$ cat src/rtl/flash_frame_writer.sv
// flash_frame_writer: stores one frame in SPI NOR flash by sequencing
// write-enable, optional 4 KiB sector erases, page programs and WIP status
// polls through an external SPI engine. The engine moves the page payload;
// this block only decides which command goes out next and where.
module flash_frame_writer #(
    parameter logic [23:0] BASE_ADDR   = 24'h000000,
    parameter int          NUM_SECTORS = 75,
    parameter int          NUM_PAGES   = 1200,
    parameter int          PAGE_BYTES  = 256,
    parameter bit          ERASE_EN    = 1'b1,
    parameter int          POLL_GAP    = 100,
    parameter logic [15:0] MAX_POLLS   = 16'd60000
) (
    input  logic        clk,
    input  logic        rst,
    input  logic        start,
    input  logic        abort,
    output logic        spi_req,
    output logic [7:0]  spi_cmd,
    output logic [3:0]  spi_type,
    output logic [23:0] spi_addr,
    input  logic        spi_ack,
    input  logic [7:0]  spi_rdata,
    output logic        busy,
    output logic        done,
    output logic        error,
    output logic [15:0] progress
);

    typedef enum logic [2:0] {
        IDLE, WREN, ERASE, PROG, POLL, GAP, FINISH, ERR
    } state_t;

    localparam logic [7:0] OP_WREN  = 8'h06;
    localparam logic [7:0] OP_ERASE = 8'h20;
    localparam logic [7:0] OP_PROG  = 8'h02;
    localparam logic [7:0] OP_RDSR  = 8'h05;

    localparam logic [3:0] TYPE_CMD   = 4'b1001;
    localparam logic [3:0] TYPE_WRITE = 4'b1101;
    localparam logic [3:0] TYPE_READ  = 4'b1011;

    localparam int          PAGE_SHIFT   = (PAGE_BYTES > 1) ? $clog2(PAGE_BYTES) : 0;
    localparam bit          ERASE_PHASE  = (ERASE_EN != 1'b0) && (NUM_SECTORS > 0);
    localparam logic [15:0] SECTOR_COUNT = 16'(NUM_SECTORS);
    localparam logic [15:0] PAGE_COUNT   = 16'(NUM_PAGES);
    localparam logic [15:0] GAP_LAST     = (POLL_GAP > 0) ? 16'(POLL_GAP - 1) : 16'd0;

    state_t      state;
    state_t      state_next;

    logic        start_prev;
    logic        prev_valid;
    logic        start_edge;
    logic [15:0] sector_idx;
    logic [15:0] page_idx;
    logic [15:0] poll_cnt;
    logic [15:0] gap_cnt;
    logic        erase_done;
    logic        abort_seen;

    logic        ack_ok;
    logic        wip;
    logic        timeout;
    logic        abort_any;
    logic        erase_pending;
    logic        cmd_state;
    logic        issue;
    logic        sector_last;
    logic        page_last;
    logic [23:0] erase_addr;
    logic [23:0] prog_addr;
    logic [7:0]  cmd_sel;
    logic [3:0]  type_sel;
    logic [23:0] addr_sel;
    logic        unused_rdata;

    // prev_valid keeps a start level that was already high during reset from
    // looking like a fresh edge on the first cycle after release.
    assign start_edge    = start & ~start_prev & prev_valid;
    assign ack_ok        = spi_req & spi_ack;
    assign wip           = spi_rdata[0];
    assign unused_rdata  = ^spi_rdata[7:1];
    assign timeout       = (poll_cnt >= MAX_POLLS);
    assign abort_any     = abort | abort_seen;
    assign erase_pending = ERASE_PHASE & ~erase_done;
    assign cmd_state     = (state == WREN) || (state == ERASE) ||
                           (state == PROG) || (state == POLL);
    assign issue         = cmd_state & ~spi_req;
    assign sector_last   = ((sector_idx + 16'd1) == SECTOR_COUNT);
    assign page_last     = ((page_idx + 16'd1) == PAGE_COUNT);
    assign erase_addr    = BASE_ADDR + {sector_idx[11:0], 12'h000};
    assign prog_addr     = BASE_ADDR + (24'(page_idx) << PAGE_SHIFT);
    assign busy          = (state != IDLE);
    assign done          = (state == FINISH);

    // State register; reset wins over everything, even an open transaction.
    always_ff @(posedge clk) begin
        if (rst) begin
            state <= IDLE;
        end else begin
            state <= state_next;
        end
    end

    // Next-state decision plus the command fields for the state being issued.
    always_comb begin
        state_next = state;
        cmd_sel    = 8'h00;
        type_sel   = 4'h0;
        addr_sel   = 24'h000000;
        case (state)
            IDLE: begin
                if (start_edge) begin
                    state_next = (NUM_PAGES == 0) ? FINISH : WREN;
                end
            end
            WREN: begin
                cmd_sel  = OP_WREN;
                type_sel = TYPE_CMD;
                if (ack_ok) begin
                    if (abort_any) begin
                        state_next = IDLE;
                    end else if (erase_pending) begin
                        state_next = ERASE;
                    end else begin
                        state_next = PROG;
                    end
                end
            end
            ERASE: begin
                cmd_sel  = OP_ERASE;
                type_sel = TYPE_CMD;
                addr_sel = erase_addr;
                if (ack_ok) begin
                    state_next = abort_any ? IDLE : POLL;
                end
            end
            PROG: begin
                cmd_sel  = OP_PROG;
                type_sel = TYPE_WRITE;
                addr_sel = prog_addr;
                if (ack_ok) begin
                    state_next = abort_any ? IDLE : POLL;
                end
            end
            POLL: begin
                cmd_sel  = OP_RDSR;
                type_sel = TYPE_READ;
                if (ack_ok) begin
                    if (wip) begin
                        if (timeout) begin
                            state_next = ERR;
                        end else if (abort_any) begin
                            state_next = IDLE;
                        end else if (POLL_GAP == 0) begin
                            state_next = POLL;
                        end else begin
                            state_next = GAP;
                        end
                    end else if (abort_any) begin
                        state_next = IDLE;
                    end else if (erase_pending) begin
                        state_next = WREN;
                    end else if (page_last) begin
                        state_next = FINISH;
                    end else begin
                        state_next = WREN;
                    end
                end
            end
            GAP: begin
                if (abort_any) begin
                    state_next = IDLE;
                end else if (gap_cnt == GAP_LAST) begin
                    state_next = POLL;
                end
            end
            FINISH:  state_next = IDLE;
            ERR:     state_next = IDLE;
            default: state_next = IDLE;
        endcase
    end

    // Handshake, counters, indices and status flags.
    always_ff @(posedge clk) begin
        if (rst) begin
            start_prev <= 1'b0;
            prev_valid <= 1'b0;
            spi_req    <= 1'b0;
            spi_cmd    <= 8'h00;
            spi_type   <= 4'h0;
            spi_addr   <= 24'h000000;
            sector_idx <= 16'd0;
            page_idx   <= 16'd0;
            progress   <= 16'd0;
            poll_cnt   <= 16'd0;
            gap_cnt    <= 16'd0;
            erase_done <= 1'b0;
            abort_seen <= 1'b0;
            error      <= 1'b0;
        end else begin
            start_prev <= start;
            prev_valid <= 1'b1;

            if (ack_ok) begin
                spi_req <= 1'b0;
            end else if (issue) begin
                spi_req  <= 1'b1;
                spi_cmd  <= cmd_sel;
                spi_type <= type_sel;
                spi_addr <= addr_sel;
            end

            if ((state_next != POLL) && (state_next != GAP)) begin
                poll_cnt <= 16'd0;
            end else if (issue && (state == POLL)) begin
                poll_cnt <= poll_cnt + 16'd1;
            end

            gap_cnt <= (state == GAP) ? gap_cnt + 16'd1 : 16'd0;

            if (state_next == IDLE) begin
                abort_seen <= 1'b0;
            end else if (cmd_state && abort) begin
                abort_seen <= 1'b1;
            end

            if ((state == IDLE) && start_edge) begin
                sector_idx <= 16'd0;
                page_idx   <= 16'd0;
                progress   <= 16'd0;
                erase_done <= 1'b0;
                error      <= 1'b0;
            end

            if ((state == POLL) && ack_ok && !wip && !abort_any) begin
                if (erase_pending) begin
                    sector_idx <= sector_idx + 16'd1;
                    if (sector_last) begin
                        erase_done <= 1'b1;
                    end
                end else begin
                    page_idx <= page_idx + 16'd1;
                    progress <= progress + 16'd1;
                end
            end

            if (state == ERR) begin
                error <= 1'b1;
            end
        end
    end

endmodule
$ cat config.mk
export PLATFORM = sky130hd
export DESIGN_NAME = flash_frame_writer
export DESIGN_NICKNAME = d
export VERILOG_FILES = /design/src/rtl/flash_frame_writer.sv
export SDC_FILE = /design/constraint.sdc
export NUM_CORES = 1
export LEC_CHECK = 0
export ABC_AREA = 0
export CORE_MARGIN = 2
export CORE_UTILIZATION = 30
export CTS_BUF_LIST = sky130_fd_sc_hd__clkbuf_2 sky130_fd_sc_hd__clkbuf_4 sky130_fd_sc_hd__clkbuf_8
export CTS_CLUSTER_SIZE = 14
export DETAILED_ROUTE_END_ITERATION = 10
export SYNTH_ARGS = -nofsm -noshare
export SYNTH_HDL_FRONTEND = slang
export SYNTH_SLANG_ARGS = --single-unit
$ cat constraint.sdc
create_clock -name clk -period 3.8 [get_ports clk]
set_input_delay 0.76 -clock clk [delete_from_list [all_inputs] [get_ports clk]]
set_output_delay 0.76 -clock clk [all_outputs]
set_load 0.01 [all_outputs]
==> flow_summary.html, run 1 <==
<table>
<tr><th>Metric</th><th>Value</th></tr>
<tr><th colspan="2">Run status</th></tr>
<tr><td>Result of the run</td><td>finished, final reports clean</td></tr>
<tr><th colspan="2">Routing</th></tr>
<tr><td>First-pass detailed-route iteration total</td><td>4</td></tr>
<tr><td>Final wirelength</td><td>12800 um</td></tr>
<tr><td>Drt wl/cell</td><td>13.2 um</td></tr>
<tr><td>Via count</td><td>~4700</td></tr>
<tr><td>Number of nets still failing antenna checks after routing</td><td>0</td></tr>
<tr><td>DRC marker count from the first detailed-route iteration</td><td>432</td></tr>
<tr><td>Via density</td><td>between 4 and 5</td></tr>
<tr><td>DRC</td><td>0</td></tr>
<tr><th colspan="2">STA</th></tr>
<tr><td>Period utilization</td><td>0.779</td></tr>
<tr><td>Slew Viols, Final</td><td>0</td></tr>
<tr><td>Maximum clock frequency</td><td>338 MHz</td></tr>
<tr><td>Headroom to the max-slew limit</td><td>0.490</td></tr>
<tr><td>Setup-violating endpoint count in the final report</td><td>0</td></tr>
<tr><td>Aggregate negative setup slack</td><td>0 ps</td></tr>
<tr><td>Endpoints failing hold</td><td>0</td></tr>
<tr><td>Setup repair after global routing missed its margin</td><td>no</td></tr>
<tr><td>Min setup slack post-route</td><td>839 ps</td></tr>
<tr><td>Post-route minimum period</td><td>about 3000 ps</td></tr>
<tr><td>Actual slew at the worst max-slew pin</td><td>759 ps</td></tr>
<tr><td>Worst setup skew after layout</td><td>between 10 and 15 ps</td></tr>
<tr><th colspan="2">Synthesis</th></tr>
<tr><td>Post-Syn Area</td><td>roughly 5700 um^2</td></tr>
<tr><td>Synth top area share</td><td>0.392</td></tr>
<tr><td>Dominant combinational cell family by area after synthesis</td><td>simple AND/OR/NAND/NOR gates</td></tr>
<tr><td>Xor and xnor fraction of the mapped netlist area</td><td>0.0928</td></tr>
<tr><td>Synthesized-area fraction occupied by adder cells</td><td>0.0177</td></tr>
<tr><td>Library cells used by synthesis</td><td>57</td></tr>
<tr><td>Cell accounting for the most synthesized area</td><td>sky130_fd_sc_hd__dfxtp_1</td></tr>
<tr><td>Commonest register cell after synthesis</td><td>sky130_fd_sc_hd__dfxtp_1</td></tr>
<tr><td>Flip-flop and latch count after synthesis</td><td>around 110</td></tr>
<tr><td>Sequential cell area fraction in the yosys report</td><td>0.392</td></tr>
<tr><td>Synthesized instance count</td><td>between 700 and 800</td></tr>
<tr><td>Simple-gate area share of the yosys netlist</td><td>0.300</td></tr>
<tr><td>Avg Synthesized Cell Area</td><td>7.99 um^2</td></tr>
<tr><td>Share of the synthesized area in compound gates (AO/OA/AOI/OAI)</td><td>0.107</td></tr>
<tr><td>Share of synthesized registers carrying an async set or reset</td><td>0</td></tr>
<tr><td>Top post-synthesis cells by area</td><td>sky130_fd_sc_hd__dfxtp_1, sky130_fd_sc_hd__nor2_1, sky130_fd_sc_hd__xor2_1, sky130_fd_sc_hd__a21oi_1, sky130_fd_sc_hd__nand2_1</td></tr>
<tr><td>Share of synthesized area spent on multiplexers</td><td>0.0289</td></tr>
<tr><td>Synthesis warning total</td><td>0</td></tr>
<tr><td>Number of enable-type register cells in the synthesized netlist</td><td>0</td></tr>
<tr><th colspan="2">Floorplan</th></tr>
<tr><td>DIE AREA</td><td>20000 um^2</td></tr>
<tr><td>Chip width</td><td>approximately 140 um</td></tr>
<tr><td>Number of cell rows</td><td>50</td></tr>
<tr><td>Floorplan core area</td><td>between 15000 and 20000 um^2</td></tr>
<tr><td># IOs</td><td>69</td></tr>
<tr><td>DIE HEIGHT</td><td>141 um</td></tr>
<tr><td>Starting utilization of the core area</td><td>0.304</td></tr>
<tr><th colspan="2">Finish</th></tr>
<tr><td>Final net count</td><td>753</td></tr>
<tr><td>Signed area change from the synthesized netlist to the final layout</td><td>13.7%</td></tr>
<tr><td>Layout cell share with drive strength beyond 1</td><td>0.0503</td></tr>
<tr><td>Ant. Diodes</td><td>0</td></tr>
<tr><td>Top library cells by usage in the layout, fill and taps aside</td><td>sky130_fd_sc_hd__dfxtp_1, sky130_fd_sc_hd__nor2_1, sky130_fd_sc_hd__nand2_1, sky130_fd_sc_hd__a21oi_1, sky130_fd_sc_hd__clkdlybuf4s50_1</td></tr>
<tr><td>Filler cells</td><td>1961</td></tr>
<tr><td>Most common library cell in the layout ignoring fill and taps</td><td>sky130_fd_sc_hd__dfxtp_1</td></tr>
<tr><th colspan="2">Clock tree</th></tr>
<tr><td>Level count of the clock H-tree</td><td>3</td></tr>
<tr><td>Num CTS Buffers</td><td>9</td></tr>
<tr><td>Number of setup buffers added after CTS</td><td>0</td></tr>
<tr><td>Number of sinks on the clock net</td><td>about 110</td></tr>
<tr><td>Clock root buffer</td><td>sky130_fd_sc_hd__clkbuf_8</td></tr>
<tr><td>Clk_lat worst skew</td><td>380 ps</td></tr>
<tr><td>Post-CTS Resized</td><td>0</td></tr>
<tr><td>Maximum count of clock buffers along a single path</td><td>2</td></tr>
<tr><td>Cts-stage hold buffer count</td><td>0</td></tr>
<tr><td>CTS tree</td><td>done</td></tr>
<tr><td>Clock-pin slew of the registers on the worst-case setup and hold paths</td><td>about 90 ps</td></tr>
<tr><th colspan="2">Setup path</th></tr>
<tr><td>Worst Path Arrival</td><td>3290 ps</td></tr>
<tr><td>Max stage delay cell, worst path</td><td>sky130_fd_sc_hd__o21ai_2</td></tr>
<tr><td>Critical Path Most Common Cell</td><td>sky130_fd_sc_hd__nand4_1</td></tr>
<tr><td>Kind of end point of the critical path</td><td>register</td></tr>
<tr><td>Worst stage delay on the critical path</td><td>640 ps</td></tr>
<tr><td>Kind of start point of the critical path</td><td>register</td></tr>
<tr><td>Critical path cell sequence</td><td>ha_1 -&gt; a21boi_0 -&gt; nand4_1 -&gt; o311a_1 -&gt; nor4_1 -&gt; nand4_1 -&gt; o21ai_2 -&gt; and2_1</td></tr>
<tr><td>Largest fanout on the critical path</td><td>17</td></tr>
<tr><td>Category of the most critical setup path</td><td>register to register</td></tr>
<tr><td>WP data required</td><td>4130 ps</td></tr>
<tr><th colspan="2">Worst hold path</th></tr>
<tr><td>Hold/Removal Path Class</td><td>register to register</td></tr>
<tr><th colspan="2">Place</th></tr>
<tr><td>IO buf count</td><td>~50</td></tr>
<tr><td>HPWL after detailed placement</td><td>8800 um</td></tr>
<tr><td>Gpl congestion</td><td>around 0.85</td></tr>
<tr><td>Worst Setup Slack post-DPL</td><td>579 ps</td></tr>
<tr><th colspan="2">GRT</th></tr>
<tr><td>GRT Overall Usage</td><td>0.132</td></tr>
<tr><td>Initial antenna violation count</td><td>0</td></tr>
<tr><td>Vias in the first global route</td><td>4221</td></tr>
<tr><td>Pin count of the biggest net entering global routing</td><td>between 40 and 50</td></tr>
<tr><td>Wire length of the first global-routing pass</td><td>21500 um</td></tr>
<tr><td>Overflow left after global routing</td><td>0</td></tr>
<tr><th colspan="2">Power and ir drop</th></tr>
<tr><td>LEAKAGE</td><td>2.12 nW</td></tr>
<tr><td>Power per standard cell area</td><td>299 nW/um^2</td></tr>
<tr><td>Worst IR Drop VDD</td><td>0.133 mV</td></tr>
<tr><th colspan="2">Run</th></tr>
<tr><td>Max-Cap Viols</td><td>0</td></tr>
</table>
final cells by class:
| class | count | area, um^2 | area share |
|---|---|---|---|
| Timing Repair Buffer | 58 | 553 | 0.0858 |
| Tap cell | 234 | 293 | 0.0454 |
| Sequential cell | 111 | 2220 | 0.345 |
| Inverter | 17 | 63.8 | 0.00990 |
| Clock inverter | 1 | 5.00 | 0.000777 |
| Clock buffer | 13 | 166 | 0.0258 |
| Multi-Input combinational cell | 535 | 3140 | 0.487 |
through the flow:
| step | total power, W | hold WS (ps) | area (um^2) | utilization | cells |
|---|---|---|---|---|---|
| final | 0.00193 | 475 | 6440 | 0.346 | 969 |
| after global routing | 0.00201 | 502 | 6440 | 0.346 | 969 |
| after CTS | 0.00195 | 475 | 6440 | 0.346 | 969 |
| after detailed placement | 0.00129 | 460 | 6270 | 0.336 | 955 |
| after global placement | 0.00129 | 444 | 6270 | 0.336 | 955 |
| after floorplan | 0.00127 | 430 | 5710 | - | 720 |
state kept, by name, indices dropped and copies added (netlist names), 3 cells and up:
signal and cells:
spi_addr 16, spi_type 3, spi_cmd 3, state 3, gap_cnt 16, progress 16, page_idx 16, sector_idx 16
poll_cnt 16
power breakdown:
| group | total, W | internal, W | switching (W) |
|---|---|---|---|
| clock | 0.000661 | 0.000282 | 0.000379 |
| sequential | 0.00117 | 0.00117 | 0.00000529 |
| combinational | 0.0000929 | 0.0000306 | 0.0000623 |
critical path: cells and delay by family (launching register included):
| kind | cells | cell delay [ps] |
|---|---|---|
| and+or+nand+nor | 4 | 950 |
| adders and majority gates | 1 | 320 |
| AOI/OAI and AO/OA | 3 | 1100 |
| DFF | 1 | 550 |
layer usage:
layer | vias to the layer above | global-route usage | wire length, um
li1 | 2471 | - | -
met1 | 2176 | 0.187 | 6620
met2 | 77 | 0.198 | 5550
met3 | 20 | 0.0202 | 346
met4 | 0 | 0.0558 | 295
met5 | - | 0 | 0
final timing paths:
path / startpoint / endpoint / slack, ps / cells past startpoint
max: page_idx[0] / state[1] / 840 / 8
min reg2reg: gap_cnt[0] / gap_cnt[0] / 470 / 1
max reg2reg: page_idx[0] / state[1] / 840 / 8
min: gap_cnt[0] / gap_cnt[0] / 470 / 1
synth_stat cells, types with 9 or more instances:
cell                       count
sky130_fd_sc_hd__a21oi_1      51
sky130_fd_sc_hd__xnor2_1      20
sky130_fd_sc_hd__nor2_1       99
sky130_fd_sc_hd__or3_1        18
sky130_fd_sc_hd__o21ai_0      27
sky130_fd_sc_hd__buf_4        15
sky130_fd_sc_hd__nand3_1      34
sky130_fd_sc_hd__nand2b_1      9
sky130_fd_sc_hd__xor2_1       40
sky130_fd_sc_hd__clkbuf_1     32
sky130_fd_sc_hd__mux2i_1      13
sky130_fd_sc_hd__nand4_1      23
sky130_fd_sc_hd__and3_1       11
sky130_fd_sc_hd__nor3_1       37
sky130_fd_sc_hd__nand2_1      56
sky130_fd_sc_hd__inv_1        17
sky130_fd_sc_hd__dfxtp_1     111
cell families after synthesis:
kind of cell             Yosys count
other                              1
adder cells (fa/ha/maj)            8
AND/OR/NAND/NOR                  334
flip-flops                       111
multiplexers                      16
buffers and inverters             74
XOR/XNOR                          60
AO/OA/AOI/OAI                    105
(Power assumes the default switching activity.)
==> inputs of run 2 (changes only) <==
==> constraint.sdc (replaced) <==
create_clock -name clk -period 2.4 [get_ports clk]
set_input_delay 0.48 -clock clk [delete_from_list [all_inputs] [get_ports clk]]
set_output_delay 0.48 -clock clk [all_outputs]
set_load 0.01 [all_outputs]
==> flow_summary.html, run 2 (synthesis gave the netlist of run 1 again) <==
<table>
<tr><th>Metric</th><th>Value</th></tr>
<tr><th colspan="2">Run status</th></tr>
<tr><td>Result of the run</td><td>finished, final reports clean</td></tr>
<tr><th colspan="2">Finish</th></tr>
<tr><td>Layout cell share with drive strength beyond 1</td><td>0.118 (+0.0675)</td></tr>
<tr><td>Signed area change from the synthesized netlist to the final layout</td><td>21.7%</td></tr>
<tr><td>Final Instance Count excl. Fillers</td><td>1015 (+4.7%)</td></tr>
<tr><td>Top library cells by usage in the layout, fill and taps aside</td><td>sky130_fd_sc_hd__dfxtp_1, sky130_fd_sc_hd__nor2_1, sky130_fd_sc_hd__nand2_1, sky130_fd_sc_hd__a21oi_1, sky130_fd_sc_hd__buf_4</td></tr>
<tr><td>Filler cells</td><td>1908 (-2.7%)</td></tr>
<tr><td>Area occupied by multi-input gates</td><td>3180 um^2 (+1.3%)</td></tr>
<tr><td>Ant. Diodes</td><td>0 (unchanged)</td></tr>
<tr><td>Final net count</td><td>797 (+5.8%)</td></tr>
<tr><td>Most common library cell in the layout ignoring fill and taps</td><td>sky130_fd_sc_hd__dfxtp_1</td></tr>
<tr><td>Sequential cell area in the final layout</td><td>2220 um^2 (+0.11%)</td></tr>
<tr><th colspan="2">Clock tree</th></tr>
<tr><td>Clock-pin slew of the registers on the worst-case setup and hold paths</td><td>110 ps (+20 ps)</td></tr>
<tr><td>Num CTS Buffers</td><td>9 (unchanged)</td></tr>
<tr><td>CTS tree</td><td>done</td></tr>
<tr><td>Number of setup buffers added after CTS</td><td>0 (unchanged)</td></tr>
<tr><td>Clk_lat worst skew</td><td>390 ps (about the same)</td></tr>
<tr><td>Number of sinks on the clock net</td><td>111 (unchanged)</td></tr>
<tr><td>Level count of the clock H-tree</td><td>3 (unchanged)</td></tr>
<tr><td>Maximum count of clock buffers along a single path</td><td>2 (unchanged)</td></tr>
<tr><td>Clock root buffer</td><td>sky130_fd_sc_hd__clkbuf_8</td></tr>
<tr><th colspan="2">Power and ir drop</th></tr>
<tr><td>LEAKAGE</td><td>2.39 nW (+13%)</td></tr>
<tr><td>Worst IR Drop VDD</td><td>0.203 mV (+52%)</td></tr>
<tr><td>Power per standard cell area</td><td>478 nW/um^2 (+60%)</td></tr>
<tr><th colspan="2">Routing</th></tr>
<tr><td>Highest signal layer in the routed design</td><td>met4</td></tr>
<tr><td>Met2 WL</td><td>5770 um (+4.1%)</td></tr>
<tr><td>DRC marker count from the first detailed-route iteration</td><td>331 (-23%)</td></tr>
<tr><td>Via density</td><td>4.87 (-0.49%)</td></tr>
<tr><td>DRC</td><td>0 (unchanged)</td></tr>
<tr><td>First-pass detailed-route iteration total</td><td>4 (unchanged)</td></tr>
<tr><td>Wl on met1</td><td>6820 um (+3.0%)</td></tr>
<tr><td>Drt wl/cell</td><td>13.2 um (-0.17%)</td></tr>
<tr><td>Final wirelength</td><td>13400 um (+4.6%)</td></tr>
<tr><td>Via count</td><td>4945 (+4.2%)</td></tr>
<tr><td>Routed length on met3</td><td>613 um (+77%)</td></tr>
<tr><td>Number of nets still failing antenna checks after routing</td><td>0 (unchanged)</td></tr>
<tr><th colspan="2">Place</th></tr>
<tr><td>Gpl congestion</td><td>0.828 (-2.2%)</td></tr>
<tr><td>Number of placed instances, taps included</td><td>999 (+4.6%)</td></tr>
<tr><td>HPWL after detailed placement</td><td>9470 um (+7.5%)</td></tr>
<tr><td>IO buf count</td><td>49 (unchanged)</td></tr>
<tr><th colspan="2">STA</th></tr>
<tr><td>Post-route minimum period</td><td>2310 ps</td></tr>
<tr><td>Endpoints failing hold</td><td>0 (unchanged)</td></tr>
<tr><td>Headroom to the max-slew limit</td><td>0.580 (+0.0903)</td></tr>
<tr><td>Worst setup skew after layout</td><td>10.4 ps (-1.76 ps)</td></tr>
<tr><td>Slew Viols, Final</td><td>0 (unchanged)</td></tr>
<tr><td>Setup repair after global routing missed its margin</td><td>no</td></tr>
<tr><td>Setup-violating endpoint count in the final report</td><td>0 (unchanged)</td></tr>
<tr><td>Maximum clock frequency</td><td>approximately 430 MHz</td></tr>
<tr><td>Actual slew at the worst max-slew pin</td><td>614 ps (-146 ps)</td></tr>
<tr><td>Period utilization</td><td>0.963</td></tr>
<tr><td>Aggregate negative setup slack</td><td>0 ps (unchanged)</td></tr>
<tr><th colspan="2">Floorplan</th></tr>
<tr><td>Starting utilization of the core area</td><td>0.304 (unchanged)</td></tr>
<tr><td>Number of cell rows</td><td>50 (unchanged)</td></tr>
<tr><td>DIE AREA</td><td>20000 um^2 (unchanged)</td></tr>
<tr><td>DIE HEIGHT</td><td>141 um (unchanged)</td></tr>
<tr><td># IOs</td><td>69 (unchanged)</td></tr>
<tr><td>Chip width</td><td>141 um (unchanged)</td></tr>
<tr><td>Floorplan core area</td><td>18600 um^2 (unchanged)</td></tr>
<tr><th colspan="2">Worst hold path</th></tr>
<tr><td>Worst Hold Depth</td><td>2 (+1)</td></tr>
<tr><td>Hold path start</td><td>rst</td></tr>
<tr><td>Hold Path End</td><td>prev_valid</td></tr>
<tr><td>Hold/Removal Path Class</td><td>input port to register</td></tr>
<tr><th colspan="2">GRT</th></tr>
<tr><td>Initial antenna violation count</td><td>0 (unchanged)</td></tr>
<tr><td>Pin count of the biggest net entering global routing</td><td>46 (unchanged)</td></tr>
<tr><td>Overflow left after global routing</td><td>0 (unchanged)</td></tr>
<tr><td>Wire length of the first global-routing pass</td><td>22400 um (+4.5%)</td></tr>
<tr><td>GRT Overall Usage</td><td>0.138 (+0.00603)</td></tr>
<tr><td>Vias in the first global route</td><td>4585 (+8.6%)</td></tr>
<tr><th colspan="2">Setup path</th></tr>
<tr><td>Kind of start point of the critical path</td><td>input port</td></tr>
<tr><td>Largest fanout on the critical path</td><td>6 (-11)</td></tr>
<tr><td>R2r setup slk</td><td>180 ps (-660 ps)</td></tr>
<tr><td>WP data required</td><td>2730 ps (-1400 ps)</td></tr>
<tr><td>Start point of the critical path</td><td>spi_ack</td></tr>
<tr><td>Category of the most critical setup path</td><td>input port to register</td></tr>
<tr><td>Worst r2r dst</td><td>poll_cnt[12]</td></tr>
<tr><td>Count of cells along the worst register-to-register path</td><td>8 (unchanged)</td></tr>
<tr><td>Kind of end point of the critical path</td><td>register</td></tr>
<tr><td>Crit Reg-Reg Startpoint</td><td>page_idx[4]</td></tr>
<tr><td>Worst Path Arrival</td><td>2650 ps (-640 ps)</td></tr>
<tr><th colspan="2">Run</th></tr>
<tr><td>Max-Cap Viols</td><td>0 (unchanged)</td></tr>
</table>
run 2: cell count changes in the layout (fill, tap and decap cells not counted), moves of 2 or more:
cell,before,now
sky130_fd_sc_hd__buf_12,0,2
sky130_fd_sc_hd__buf_4,9,51
sky130_fd_sc_hd__bufinv_16,0,2
sky130_fd_sc_hd__dfxtp_1,111,109
sky130_fd_sc_hd__dfxtp_2,0,2
sky130_fd_sc_hd__nor4_1,7,5
run 2: repair_timing:
item / CTS / global route
endpoints found under the setup margin: 7 / 19
hold buffers: 0 / 0
pin swaps: 0 / 1
gates resized for setup: 1 / 10
run 2: worst max-delay path by stage:
stage / end / slack (ps) / cells after the start
after floorplan: poll_cnt[5] / 220 / 9
after global placement: page_idx[14] / -290 / 8
after detailed placement: page_idx[14] / -300 / 8
after CTS: poll_cnt[12] / 30 / 9
after global routing: sector_idx[2] / 10 / 8
final: page_idx[14] / 90 / 8
run 2: per-layer routing:
layer  vias to the layer above  track usage
met5                         -            0
met4                         0       0.0411
met3                        16       0.0334
met2                       101        0.212
met1                      2265        0.191
li1                       2563            -
run 2: layout make-up:
| cell class | instances | area share |
|---|---|---|
| clock inverters | 5 | 0.0118 |
| repair buffers | 102 | 0.132 |
| flip-flops and latches | 111 | 0.323 |
| multi-input cells | 535 | 0.461 |
| inverters | 17 | 0.00925 |
| well taps | 234 | 0.0425 |
| clock buffers | 11 | 0.0210 |
run 2: worst max-delay path, cell delays in order:
cell and delay [ps]:
sky130_fd_sc_hd__clkdlybuf4s50_1 520, sky130_fd_sc_hd__nand4bb_1 190, sky130_fd_sc_hd__buf_4 210, sky130_fd_sc_hd__nor3_2 220
sky130_fd_sc_hd__nand2_1 120, sky130_fd_sc_hd__or3_1 420, sky130_fd_sc_hd__or3_1 340, sky130_fd_sc_hd__a21oi_1 140
run 2: metrics by stage:
step	total power, W	hold WS, ps	worst slack (ps)	area, um^2	utilization
after floorplan	0.00201	430	219	5710	-
after global routing	0.00343	416	12.7	6900	0.370
final	0.00330	400	88.4	6900	0.370
after detailed placement	0.00206	450	-297	6630	0.355
after CTS	0.00333	406	26.6	6860	0.368
after global placement	0.00206	445	-292	6630	0.355
run 2: power by group:
part | switching (W) | leakage [nW] | total (W) | internal (W)
Combinational | 0.000105 | 1.38 | 0.000164 | 0.0000589
Clock | 0.000648 | 0.113 | 0.00128 | 0.000629
Sequential | 0.00000554 | 0.896 | 0.00186 | 0.00185
==> inputs of run 3 (changes only) <==
--- a/config.mk
+++ b/config.mk
@@ -11,6 +11,7 @@
 export CTS_BUF_LIST = sky130_fd_sc_hd__clkbuf_2 sky130_fd_sc_hd__clkbuf_4 sky130_fd_sc_hd__clkbuf_8
 export CTS_CLUSTER_SIZE = 14
 export DETAILED_ROUTE_END_ITERATION = 10
+export PLACE_DENSITY = 0.54
 export SYNTH_ARGS = -nofsm -noshare
 export SYNTH_HDL_FRONTEND = slang
 export SYNTH_SLANG_ARGS = --single-unit
==> flow_summary.html, run 3 (synthesis gave the netlist of run 1 again) <==
<table>
<tr><th>Metric</th><th>Value</th></tr>
<tr><th colspan="2">Floorplan</th></tr>
<tr><td>Floorplan core area</td><td>18600 um^2 (unchanged)</td></tr>
<tr><td>DIE HEIGHT</td><td>141 um (unchanged)</td></tr>
<tr><td>Number of cell rows</td><td>50 (unchanged)</td></tr>
<tr><td># IOs</td><td>69 (unchanged)</td></tr>
<tr><td>Starting utilization of the core area</td><td>0.304 (unchanged)</td></tr>
<tr><td>Chip width</td><td>141 um (unchanged)</td></tr>
<tr><td>DIE AREA</td><td>20000 um^2 (unchanged)</td></tr>
<tr><th colspan="2">Setup path</th></tr>
<tr><td>Kind of start point of the critical path</td><td>register</td></tr>
<tr><td>WP data required</td><td>2720 ps (about the same)</td></tr>
<tr><td>Worst Path Arrival</td><td>2650 ps (about the same)</td></tr>
<tr><td>Critical path cell sequence</td><td>ha_1 -&gt; nand2_1 -&gt; nor4b_2 -&gt; a31oi_1 -&gt; nor4_2 -&gt; and4_1 -&gt; o211ai_2 -&gt; buf_12 -&gt; nor3_1</td></tr>
<tr><td>Largest fanout on the critical path</td><td>17 (+11)</td></tr>
<tr><td>Count of cells along the worst register-to-register path</td><td>9 (+1)</td></tr>
<tr><td>Max stage delay cell, worst path</td><td>sky130_fd_sc_hd__dfxtp_1</td></tr>
<tr><td>Kind of end point of the critical path</td><td>register</td></tr>
<tr><td>Category of the most critical setup path</td><td>register to register</td></tr>
<tr><td>Worst stage delay on the critical path</td><td>360 ps (-160 ps)</td></tr>
<tr><th colspan="2">Routing</th></tr>
<tr><td>Drt wl/cell</td><td>13.5 um (+2.2%)</td></tr>
<tr><td>First-pass detailed-route iteration total</td><td>4 (unchanged)</td></tr>
<tr><td>Final wirelength</td><td>13700 um (+2.4%)</td></tr>
<tr><td>Via density</td><td>4.81 (-1.3%)</td></tr>
<tr><td>DRC marker count from the first detailed-route iteration</td><td>266 (-20%)</td></tr>
<tr><td>Via count</td><td>4892 (-1.1%)</td></tr>
<tr><td>Number of nets still failing antenna checks after routing</td><td>0 (unchanged)</td></tr>
<tr><td>DRC</td><td>0 (unchanged)</td></tr>
<tr><th colspan="2">STA</th></tr>
<tr><td>Setup repair after global routing missed its margin</td><td>yes</td></tr>
<tr><td>Slew Viols, Final</td><td>0 (unchanged)</td></tr>
<tr><td>Headroom to the max-slew limit</td><td>0.584 (+0.00374)</td></tr>
<tr><td>Worst setup skew after layout</td><td>13.4 ps (+3.02 ps)</td></tr>
<tr><td>Setup-violating endpoint count in the final report</td><td>0 (unchanged)</td></tr>
<tr><td>Min setup slack post-route</td><td>78.7 ps (-9.73 ps)</td></tr>
<tr><td>Maximum clock frequency</td><td>431 MHz (-0.42%)</td></tr>
<tr><td>Period utilization</td><td>0.967 (+0.00405)</td></tr>
<tr><td>Fin Hold WS</td><td>416 ps (+15.6 ps)</td></tr>
<tr><td>Endpoints failing hold</td><td>0 (unchanged)</td></tr>
<tr><td>Actual slew at the worst max-slew pin</td><td>622 ps (+8.52 ps)</td></tr>
<tr><td>Post-route minimum period</td><td>2320 ps (+9.73 ps)</td></tr>
<tr><th colspan="2">Clock tree</th></tr>
<tr><td>Level count of the clock H-tree</td><td>3 (unchanged)</td></tr>
<tr><td>Maximum count of clock buffers along a single path</td><td>2 (unchanged)</td></tr>
<tr><td>Clock-pin slew of the registers on the worst-case setup and hold paths</td><td>100 ps (about the same)</td></tr>
<tr><td>Num CTS Buffers</td><td>9 (unchanged)</td></tr>
<tr><td>Clock root buffer</td><td>sky130_fd_sc_hd__clkbuf_8</td></tr>
<tr><td>Number of setup buffers added after CTS</td><td>0 (unchanged)</td></tr>
<tr><td>Post-CTS Resized</td><td>2 (+1)</td></tr>
<tr><td>Cts-stage hold buffer count</td><td>0 (unchanged)</td></tr>
<tr><td>Clk_lat worst skew</td><td>400 ps (about the same)</td></tr>
<tr><td>Number of sinks on the clock net</td><td>111 (unchanged)</td></tr>
<tr><td>CTS tree</td><td>done</td></tr>
<tr><th colspan="2">Finish</th></tr>
<tr><td>Most common library cell in the layout ignoring fill and taps</td><td>sky130_fd_sc_hd__dfxtp_1</td></tr>
<tr><td>Final net count</td><td>799 (+0.25%)</td></tr>
<tr><td>Layout cell share with drive strength beyond 1</td><td>0.119 (+0.000976)</td></tr>
<tr><td>Ant. Diodes</td><td>0 (unchanged)</td></tr>
<tr><td>Final Instance Count excl. Fillers</td><td>1017 (+0.20%)</td></tr>
<tr><td>Top library cells by usage in the layout, fill and taps aside</td><td>sky130_fd_sc_hd__dfxtp_1, sky130_fd_sc_hd__nor2_1, sky130_fd_sc_hd__nand2_1, sky130_fd_sc_hd__a21oi_1, sky130_fd_sc_hd__buf_4</td></tr>
<tr><td>Non-Filler Cell Area, Final</td><td>6890 um^2 (-0.16%)</td></tr>
<tr><td>Signed area change from the synthesized netlist to the final layout</td><td>21.5%</td></tr>
<tr><th colspan="2">GRT</th></tr>
<tr><td>Initial antenna violation count</td><td>0 (unchanged)</td></tr>
<tr><td>Overflow left after global routing</td><td>0 (unchanged)</td></tr>
<tr><td>GRT Overall Usage</td><td>0.144 (+0.00643)</td></tr>
<tr><td>Pin count of the biggest net entering global routing</td><td>46 (unchanged)</td></tr>
<tr><td>Vias in the first global route</td><td>4652 (+1.5%)</td></tr>
<tr><td>Wire length of the first global-routing pass</td><td>23300 um (+3.9%)</td></tr>
<tr><th colspan="2">Power and ir drop</th></tr>
<tr><td>Overall power</td><td>0.00308 W (-6.6%)</td></tr>
<tr><td>Worst IR Drop VDD</td><td>0.226 mV (+11%)</td></tr>
<tr><td>LEAKAGE</td><td>2.38 nW (-0.45%)</td></tr>
<tr><td>Power per standard cell area</td><td>447 nW/um^2 (-6.4%)</td></tr>
<tr><th colspan="2">Place</th></tr>
<tr><td>IO buf count</td><td>49 (unchanged)</td></tr>
<tr><td>Worst Setup Slack post-DPL</td><td>-348 ps (-51.4 ps)</td></tr>
<tr><td>HPWL after detailed placement</td><td>9810 um (+3.6%)</td></tr>
<tr><td>Gpl congestion</td><td>0.825 (-0.35%)</td></tr>
<tr><td>Number of placed instances, taps included</td><td>1001 (+0.20%)</td></tr>
<tr><td>Post-place instance area</td><td>6670 um^2 (+0.60%)</td></tr>
<tr><th colspan="2">Worst hold path</th></tr>
<tr><td>Hold/Removal Path Class</td><td>input port to register</td></tr>
<tr><td>Worst Hold Depth</td><td>2 (unchanged)</td></tr>
<tr><th colspan="2">Run status</th></tr>
<tr><td>Result of the run</td><td>finished, final reports clean</td></tr>
<tr><th colspan="2">Run</th></tr>
<tr><td>Max-Cap Viols</td><td>0 (unchanged)</td></tr>
</table>
[run 3: layer usage]
| metal | share of wire | global-route usage |
|---|---|---|
| met1 | 0.51 | 0.197 |
| met5 | 0 | 0 |
| met4 | 0.018 | 0.0616 |
| met2 | 0.44 | 0.226 |
| met3 | 0.033 | 0.0223 |
[run 3: path summary, 6_finish.rpt]
check | from | end | slack [ps]
setup / recovery | page_idx[0] | poll_cnt[1] | 80
hold / removal | rst | prev_valid | 420
setup reg to reg | page_idx[0] | poll_cnt[1] | 80
hold reg to reg | spi_type[0] | spi_type[0] | 480
[run 3: report_power, final]
part,internal [W],total [W],switching (W)
Combinational,0.0000646,0.000171,0.000106
Clock,0.000402,0.00105,0.000650
Sequential,0.00185,0.00186,0.00000664
[run 3: worst max-delay path, delay by kind of cell, from the launching register on]
family	cells	cell delay, ps
buffers and inverters	1	180
adders and majority gates	1	220
AOI/OAI and AO/OA	2	220
and+or+nand+nor	5	1270
DFF	1	360
[run 3: final cells by class]
| class | count | area [um^2] |
|---|---|---|
| fill | 1939 | 11800 |
| multi-input combinational | 535 | 3180 |
| sequential | 111 | 2220 |
| timing repair buffer | 104 | 947 |
| tap | 234 | 293 |
| clock buffer | 11 | 139 |
| inverter | 17 | 63.8 |
| clock inverter | 5 | 35.0 |
[run 3: through the flow]
step,setup TNS (ps),utilization
after floorplan,0,-
after global placement,-8300,0.358
after detailed placement,-9680,0.358
after CTS,0,0.367
after global routing,-134,0.369
final,0,0.369
